$ cat src/rtl/ram_pkg.sv
// Shared types and helpers for the parametrised synchronous RAM.
// The optional parity path is enabled by defining RAM_PARITY_EN.
package ram_pkg;

    typedef enum logic {
        StClear,
        StIdle
    } ram_state_e;

    localparam int unsigned DefDataW = 16;
    localparam int unsigned DefAddrW = 3;

    // Widest word the parity helper accepts; narrower words are zero-extended.
    localparam int unsigned MaxParityW = 1024;

    function automatic logic even_parity(input logic [MaxParityW-1:0] v);
        return ^v;
    endfunction

endpackage

$ cat src/rtl/ram_clear_seq.sv
// Clear sequencer: sweeps every address with a zero write after reset or a clr pulse.
// busy is decoded from the state register; clr while sweeping is ignored.
module ram_clear_seq
    import ram_pkg::*;
#(
    parameter int unsigned ADDR_W = DefAddrW
) (
    input  logic              clk,
    input  logic              rst_n,
    input  logic              clr,
    output logic              busy,
    output logic              clr_we,
    output logic [ADDR_W-1:0] clr_addr
);

    ram_state_e        state;
    logic [ADDR_W-1:0] clr_ptr;

    always_ff @(posedge clk or negedge rst_n) begin
        if (!rst_n) begin
            state   <= StClear;
            clr_ptr <= '0;
        end else begin
            unique case (state)
                StClear: begin
                    clr_ptr <= clr_ptr + 1'b1;
                    // Last address written this cycle; pointer wraps back to 0.
                    if (&clr_ptr) begin
                        state <= StIdle;
                    end
                end
                StIdle: begin
                    if (clr) begin
                        state <= StClear;
                    end
                end
                default: state <= StClear;
            endcase
        end
    end

    assign busy     = (state == StClear);
    assign clr_we   = busy;
    assign clr_addr = clr_ptr;

endmodule

$ cat src/rtl/ram_sync_param.sv
// Parametrised single-port RAM with registered reads, read-valid strobe and clear sweep.
// Define RAM_PARITY_EN to store an even-parity bit per word and flag mismatches on reads.
module ram_sync_param
    import ram_pkg::*;
#(
    parameter int unsigned DATA_W = DefDataW,
    parameter int unsigned ADDR_W = DefAddrW
) (
    input  logic              clk,
    input  logic              rst_n,
    input  logic              cs,
    input  logic              rw,
    input  logic [ADDR_W-1:0] addr,
    input  logic [DATA_W-1:0] d_in,
    input  logic              clr,
    output logic [DATA_W-1:0] d_out,
    output logic              rd_valid,
    output logic              busy,
    output logic              par_err
);

    localparam int unsigned Depth = 2 ** ADDR_W;

    logic [DATA_W-1:0] mem [Depth];
    logic              clr_we;
    logic [ADDR_W-1:0] clr_addr;
    logic              req;
    logic              wr_en;
    logic              rd_en;

    ram_clear_seq #(
        .ADDR_W (ADDR_W)
    ) u_clear_seq (
        .clk      (clk),
        .rst_n    (rst_n),
        .clr      (clr),
        .busy     (busy),
        .clr_we   (clr_we),
        .clr_addr (clr_addr)
    );

    // A clr pulse in IDLE drops the request presented in the same cycle.
    assign req   = cs && !busy && !clr;
    assign wr_en = req && rw;
    assign rd_en = req && !rw;

    always_ff @(posedge clk) begin
        if (clr_we) begin
            mem[clr_addr] <= '0;
        end else if (wr_en) begin
            mem[addr] <= d_in;
        end
    end

    always_ff @(posedge clk or negedge rst_n) begin
        if (!rst_n) begin
            d_out    <= '0;
            rd_valid <= 1'b0;
        end else begin
            rd_valid <= rd_en;
            if (rd_en) begin
                d_out <= mem[addr];
            end
        end
    end

`ifdef RAM_PARITY_EN
    logic mem_par [Depth];

    function automatic logic word_parity(input logic [DATA_W-1:0] w);
        logic [MaxParityW-1:0] ext;
        ext             = '0;
        ext[DATA_W-1:0] = w;
        return even_parity(ext);
    endfunction

    always_ff @(posedge clk) begin
        if (clr_we) begin
            mem_par[clr_addr] <= 1'b0;
        end else if (wr_en) begin
            mem_par[addr] <= word_parity(d_in);
        end
    end

    always_ff @(posedge clk or negedge rst_n) begin
        if (!rst_n) begin
            par_err <= 1'b0;
        end else begin
            par_err <= rd_en && (word_parity(mem[addr]) != mem_par[addr]);
        end
    end
`else
    assign par_err = 1'b0;
`endif

endmodule

$ cat config.mk
export PLATFORM = sky130hd
export DESIGN_NAME = ram_sync_param
export DESIGN_NICKNAME = d
export VERILOG_FILES = /design/src/rtl/ram_pkg.sv /design/src/rtl/ram_clear_seq.sv /design/src/rtl/ram_sync_param.sv
export SDC_FILE = /design/constraint.sdc
export NUM_CORES = 1
export LEC_CHECK = 0
export CAP_MARGIN = 10
export CORE_MARGIN = 1.5
export CORE_UTILIZATION = 30
export CTS_BUF_LIST = sky130_fd_sc_hd__clkbuf_4 sky130_fd_sc_hd__clkbuf_8 sky130_fd_sc_hd__clkbuf_16
export CTS_CLUSTER_SIZE = 28
export DETAILED_ROUTE_END_ITERATION = 8
export MAX_ROUTING_LAYER = met4
export PLACE_DENSITY = 0.53
export SETUP_SLACK_MARGIN = 0.05
export SLEW_MARGIN = 20
export SYNTH_ARGS = -nofsm -noshare
export SYNTH_HDL_FRONTEND = slang
export SYNTH_SLANG_ARGS = --single-unit
$ cat constraint.sdc
create_clock -name clk -period 5.9 [get_ports clk]
set_clock_uncertainty 0.1 [all_clocks]
set_input_delay 1.18 -clock clk [delete_from_list [all_inputs] [get_ports clk]]
set_output_delay 1.18 -clock clk [all_outputs]
set_load 0.005 [all_outputs]
-- After elaboration in Yosys (flattened, before gate mapping)
Memory sizes are Yosys's and may differ from the RTL's. A register that Yosys moved wholly into a read port is not among the register bits.
Index checks and enable logic that the tools add are counted.
- memories kept: 1
- output and inout bits: 19
- register bits after elaboration: 5
- input bits: 24
- RAM bits: 128
- word-level logic and storage cells: 25
- memory list (memory ; depth ; width ; read ports ; clocked after Yosys merged registers in ; wr ports ; line ; source):
    mem ; 8 ; 16 ; 1 ; 1 ; 1 ; ram_sync_param.sv:24 ; logic [DATA_W-1:0] mem [Depth];
- multiplexer cells: 10
- reductions and logical operators: 9
- bitwise logic cells: 1
- add/subtract/negate cells: 1
- operators with widths (kind ; count):
    two-way mux 16 bit ; 1
    OR reduction 16 bit ; 1
    two-way mux 1 bit ; 7
    logical AND 1 bit ; 4
    adder 3 x 1 -> 3 bit, second input constant ; 1
    zero test 1 bit ; 3
    two-way mux 3 bit ; 1
    AND reduction 3 bit ; 1
    case mux 1 bit (2 select lines) ; 1
    NOT 1 bit ; 1

-- Depth between registers and ports, before layout
Gate-level depths: netlist (run 1).
- depth after elaboration: 8
- gate-level depth with buffers: 6
- depth with buffers taken out: 4

-- Hierarchy
From an unflattened synthesis (run 1), not the netlist that was laid out.
- cells, all modules: 356
- area total of the unflattened synthesis: 6027.0 um^2
- by module, submodules not included (module ; cells each ; area each (um^2) ; seq. area each (um^2) ; times used):
    ram_sync_param ; 343 ; 5848.1 ; 4269.1 ; 1
    ram_clear_seq ; 13 ; 178.9 ; 100.1 ; 1

-- Least setup slack after synthesis (run 1)
No wires, ideal clock.
- kind: input-to-reg
- from: in clr
- to: mem mem[2][0] in the netlist's numbering, enable pin
- path slack: 2.354 ns
- buffers on the path: 1
- required time: 5.391 ns
- arrival: 3.037 ns
- setup time: 0.409 ns
- stages on the path: 4
- path through: and4b_1 > buf_6 > mux2_4 > nor3_1
- cells in the longest elaborated chain, start to end: 8
- elaborated cells on any way between the ends: 9
- classes of those cells: mux: 5; reduce/logical: 4
- RTL lines (what ; line ; source):
    from (decl) ; ram_sync_param.sv:15 ; input logic clr,
    zero test 1 bit * ; ram_sync_param.sv:43 ; assign req = cs && !busy && !clr;
    logical AND 1 bit * ; ram_sync_param.sv:43 ;
    logical AND 1 bit * ; ram_sync_param.sv:44 ; assign wr_en = req && rw;
    two-way mux 1 bit * ; ram_sync_param.sv:50 ; end else if (wr_en) begin
    two-way mux 1 bit * ; ram_sync_param.sv:48 ; if (clr_we) begin
    two-way mux 1 bit (not written as such) * ; ram_sync_param.sv:51 ; mem[addr] <= d_in;
    OR reduction 16 bit (no source line) ; -- ;
    two-way mux 3 bit (no source line) / two-way mux 1 bit (equally long branches) ; -- ;
    to (decl) ; ram_sync_param.sv:24 ;
Mark *: on every way between the ends. The rest lies on a longest branch, timed or not.

-- Worst setup path after layout (run 1)
- from: in clr
- to: mem mem[1][11] in the netlist's numbering, enable pin
Same word-level chain as after synthesis.

==> flow_summary.ini, run 1 <==
[run_status]
outcome = complete, no violations

[cells_and_area]
seq_area_mm2 = 0.00437
fin_util_pct = 37.8
multiInputGateArea_mm2 = 0.00156
num_antenna_cells = 0
nets = 422
drive_gt1_share_pct = 24.2
fillers = 1873
synthToLayoutAreaGrowth_pct = 22.3

[synthesis]
synth-seq-cells = 149
synth_cell_types = 33
synth.avg_cell_area_um2 = 17.5
synth_seq_area_share_pct = 72.0
syn-num-nets = 373
syn_inst = 347
syn-cell-area_mm2 = 0.00607
yosys_warnings = 0

[global_routing]
grt_usage_pct = 13.3
grt_pass1_wl_mm = 19.9
antenna_found_initial = 0
grt_max_degree = 36
grt_pass1_vias = 3269
grt_remaining_overflow = 0

[placed_design]
gp_congestion = 0.749
dp_hpwl_mm = 8.35
io_buffer_count = 41

[flow_run]
cap_violations = 0

[route]
firstDrtPassIters = 4
vias_per_cell = 4.65
wl_per_cell_um = 19.4
drc_errors = 0
antenna_left = 0
finalWirelength_mm = 13.1
vias = 3135
initialDrtViolationCount = 228

[floorplan]
pin_count = 43
die_w_um = 145
die-height_um = 145
core_mm2 = 0.0197
die_area_mm2 = 0.0211
initial_core_util_pct = 30.9
row_count = 51

[cts]
clk_pin_slew_ns = 0.06
htree_levels = 4
ctsResizeCount = 0
cts_buffers = 17
postCtsSetupBuffers = 0
cts_tree = built
cts_sinks = 149
holdBufCountCts = 0
clockBufferDepth = 2
clk_latency_ns = 0.42
clockRootBuffer = clkbuf_16

[sta]
fin_crit_sh_pct = 63.7
slew_headroom_pct = 36.8
grt_setup_unrepaired = no
finalHoldViolCount = 0
finalSetupViolCount = 0
tightest_slew_ns = 0.948
hold_ws_ns = 0.375
slew_violations = 0
fin_crit_ns = 3.76
tns_ns = 0
fmax_mhz = 266

[setup_path]
max_stage_delay_ns = 0.61
path_common_cell = buf_4
cp.arrival_ns = 3.77
critPathLaunchType = input pin
crit_type = in2reg
required_ns = 5.91
worst_path_max_delay_cell = and4b_1
crit_chain = clkdlybuf4s50_1 -> and4b_1 -> buf_4 -> mux2_4 -> nor3_2 -> buf_4
cp-end-kind = register
path_max_fanout = 13

[power]
powerDensity_mw_per_mm2 = 463
worst_ir_drop_vdd_uv = 239
leakage_nw = 2.66

[min_path]
hp-class = reg2reg
cell type report:
cell class,count,area share (%)
timing repair buffer,52,6.58
multi-input combinational,173,21.1
clock buffer,22,6.49
sequential,149,58.9
inverter,3,0.152
tap,265,4.47
clock inverter,10,2.36
power by group:
group / leakage, nW / switching, mW / total, mW / internal, mW
sequential: 1.47 / 0.0954 / 1.57 / 1.48
clock: 0.322 / 0.402 / 1.19 / 0.789
combinational: 0.867 / 0.367 / 0.676 / 0.309
path summary, 6_finish.rpt:
kind	start	endpoint	slack, ns	cells after the start
setup / recovery	clr	mem[1][11]	2.14	6
hold / removal	d_out[0]	d_out[0]	0.38	2
setup reg to reg	u_clear_seq.state	mem[1][11]	2.81	5
hold reg to reg	d_out[0]	d_out[0]	0.38	2
max in group asynchronous	rst_n	d_out[4]	4.40	2
min in group asynchronous	rst_n	u_clear_seq.state	1.03	2
cells in the mapped netlist, drive strengths merged:
cell	count	area (um2)
edfxtp	128	3840
mux2	36	413
mux2i	34	353
dfrtp	21	526
nand2	18	67.6
buf	17	130
a22o	16	140
and2	16	100
o22ai	16	100
o31ai	16	185
nor3	8	70.1
clkbuf	5	18.8
inv	3	11.3
ha	2	25.0
nor2	2	10.0
a21oi	1	8.76
a22oi	1	12.5
and4b	1	10.0
conb	1	3.75
nand2b	1	6.26
nand4bb	1	11.3
nor2b	1	6.26
o21ai	1	5.00
xnor2	1	8.76
per-stage QoR:
stage | instances | instance area [um2] | total power, mW | worst slack (ns)
floorplan | 347 | 6070 | 1.97 | 2.35
global route | 674 | 7420 | 3.59 | 1.92
detailed placement | 642 | 6760 | 2.29 | 1.63
CTS | 674 | 7420 | 3.48 | 2.05
finish | 674 | 7420 | 3.44 | 2.14
global placement | 642 | 6750 | 2.26 | 1.42
cell usage in the layout (no fill, tap or decap), types with 2 or more instances in the layout:
master           synthesis  routed
ha_1                     2       2
nand2_1                 18      18
mux2i_1                 33      33
o31ai_1                  3       3
clkinv_1                 0       2
buf_4                    3      11
edfxtp_1               128     128
bufinv_16                0       5
and2_1                  16      16
clkbuf_4                 0       2
nor3_2                   6       6
clkdlybuf4s50_1          0      40
inv_1                    2       2
dfrtp_1                 21      21
clkbuf_16                0      17
o31ai_2                 13      13
mux2_2                  28      28
mux2_4                   2       2
clkbuf_8                 0       3
a22o_1                  16      16
nor3_4                   0       2
mux2_1                   6       6
clkinv_2                 0       2
o22ai_1                 16      16
registers in the layout (all words and copies together) (netlist names):
name,cells
u_clear_seq.clr_addr,3
rd_valid,1
u_clear_seq.state,1
d_out,16
mem,128
worst max-delay path, delay by kind of cell:
kind | cells | cell delay, ns
AND/OR/NAND/NOR | 2 | 1.16
multiplexers | 1 | 0.37
buffers and inverters | 3 | 1.06
cells by family after synthesis:
kind of cell	count (synthesis)	share of synthesized area, %
DFF	149	72.0
buffers and inverters	25	2.64
xor gates and xnor gates	1	0.144
adders and majority gates	2	0.412
and+or+nand+nor	48	4.64
AOI/OAI and AO/OA	51	7.45
other	1	0.0618
muxes	70	12.6
layer usage:
metal,part of all wire [%],wire length (um),up-vias,track usage [%]
met5,0,0,-,-
met3,3.7,483,12,3.58
li1,-,-,1452,-
met1,48,6310,1613,17.7
met4,1.1,142,0,3.83
met2,47,6160,58,20.0
Note: power is estimated with default switching activity, not from simulation.
==> inputs of run 2 (changes only) <==
Settings changed: PLACE_DENSITY 0.53 to 0.55.
Clock period 5.9 ns to 3.05 ns, I/O delays scaled along.
==> run 2 against run 1 <==
Net effect: global-route usage is 0.18 points higher; sequential power is 94% higher; power is 92% higher; routed wire length is 0.37% lower; sequential share of layout area is 0.59 points lower; via count is 1.8% higher; critical path type unchanged; critical endpoint is now mem[5][10].
==> flow_summary.ini, run 2 (synthesized netlist as in run 1, its figures left out) <==
[run_status]
outcome = complete, no violations

[setup_path]
critPathBufInv = 3
cp.depth = 6
critPathLaunchType = input pin
r2r_slack_ns = 0.80
cp.arrival_ns = 2.39
r2r_end = mem[5][10]
reg2reg_depth = 5
max_stage_delay_ns = 0.44
worst_path_max_delay_cell = clkdlybuf4s50_1
critPathLaunch = clr
r2r-start = u_clear_seq.state
path_max_fanout = 22
cp_top_family = buffers and inverters
required_ns = 3.06
cp-end-kind = register
crit_chain = clkdlybuf4s50_1 -> and4b_1 -> buf_12 -> mux2_4 -> nor3_2 -> buf_4
crit_type = in2reg

[sta]
fin_crit_ns = 2.38
finalSetupViolCount = 0
layout_setup_ws_ns = 0.672
slew_headroom_pct = 62.8
grt_setup_unrepaired = no
fin_crit_sh_pct = 78.0
tightest_slew_ns = 0.542
tns_ns = 0
finalHoldViolCount = 0
fmax_mhz = 420
slew_violations = 0

[route]
vias_per_cell = 4.65
firstDrtPassIters = 4
antenna_left = 0
wl_met3_um = 486
initialDrtViolationCount = 186
met1_length_mm = 6.34
wl_per_cell_um = 19.0
drc_errors = 0
vias = 3191
finalWirelength_mm = 13.0
wl_met2_mm = 6.05
top_layer_used = met4

[cts]
clockRootBuffer = clkbuf_16
holdBufCountCts = 0
htree_levels = 4
cts_sinks = 149
clk_pin_slew_ns = 0.06
postCtsSetupBuffers = 0
cts_buffers = 17
cts_tree = built
clockBufferDepth = 2
clk_latency_ns = 0.43
ctsResizeCount = 0

[flow_run]
cap_violations = 0

[cells_and_area]
synthToLayoutAreaGrowth_pct = 23.6
layout_commonest_cell = edfxtp_1
largest_reg_flops = 128
final-instance-count-excl-fill = 686
layout_common_cells = 128 x edfxtp_1, 40 x clkdlybuf4s50_1, 33 x mux2i_1
drive_gt1_share_pct = 26.1
num_antenna_cells = 0
nets = 434
regMostFlops = mem

[global_routing]
grt_usage_pct = 13.5
antenna_found_initial = 0
grt_max_degree = 34
grt_remaining_overflow = 0
grt_pass1_vias = 3368
grt_pass1_wl_mm = 20.0

[floorplan]
initial_core_util_pct = 30.9
core_mm2 = 0.0197
die-height_um = 145
die_area_mm2 = 0.0211
pin_count = 43
die_w_um = 145
row_count = 51

[placed_design]
gp_congestion = 0.737
dp_slack_ns = 0.237
placed_cells = 654
io_buffer_count = 41
dp_hpwl_mm = 8.81

[min_path]
min_from = d_out[3]
hp-class = reg2reg
worst_hold_path.num_cells = 2
hold_end = d_out[3]

[power]
leakage_nw = 2.71
worst_ir_drop_vdd_uv = 434
powerDensity_mw_per_mm2 = 883
-- run 2: metal layers --
metal  GRT usage, %  vias up
li1               -     1469
met1           17.7     1650
met2           20.1       57
met3           3.87       15
met4           4.29        0
met5              -        -
-- run 2: final cells by class --
type	count	area (um2)
tap	265	332
sequential	149	4370
inverter	3	11.3
timing repair buffer	64	591
fill	1862	12200
multi-input combinational	173	1550
clock inverter	11	180
clock buffer	21	462
-- run 2: tightest hold or removal path, stage by stage, from the launching register on --
cell	delay, ns
dfrtp_1	0.34
nand2_1	0.06
o31ai_2	0.05
-- run 2: worst max-delay path by stage --
| stage | to | slack, ns |
|---|---|---|
| 2_1_floorplan | mem[2][0] | 0.07 |
| 3_3_place_gp | mem[4][10] | 0.29 |
| 3_5_place_dp | mem[4][0] | 0.24 |
| 4_1_cts | busy | 0.66 |
| 5_1_grt | busy | 0.61 |
| 6_report | mem[5][10] | 0.67 |
-- run 2: per-stage QoR --
stage | utilization (%) | cell area, um2 | power, mW | hold slack, ns
4_1_cts | 38.1 | 7500 | 6.68 | 0.393
5_1_grt | 38.1 | 7500 | 6.91 | 0.412
3_5_place_dp | 34.9 | 6850 | 4.43 | 0.380
6_report | 38.1 | 7500 | 6.62 | 0.384
2_1_floorplan | - | 6070 | 3.80 | 0.214
3_3_place_gp | 34.9 | 6850 | 4.38 | 0.372
-- run 2: where the power goes --
| part | internal [mW] | switching, mW |
|---|---|---|
| Combinational | 0.624 | 0.701 |
| Clock | 1.49 | 0.761 |
| Sequential | 2.85 | 0.192 |
| Total | 4.96 | 1.65 |
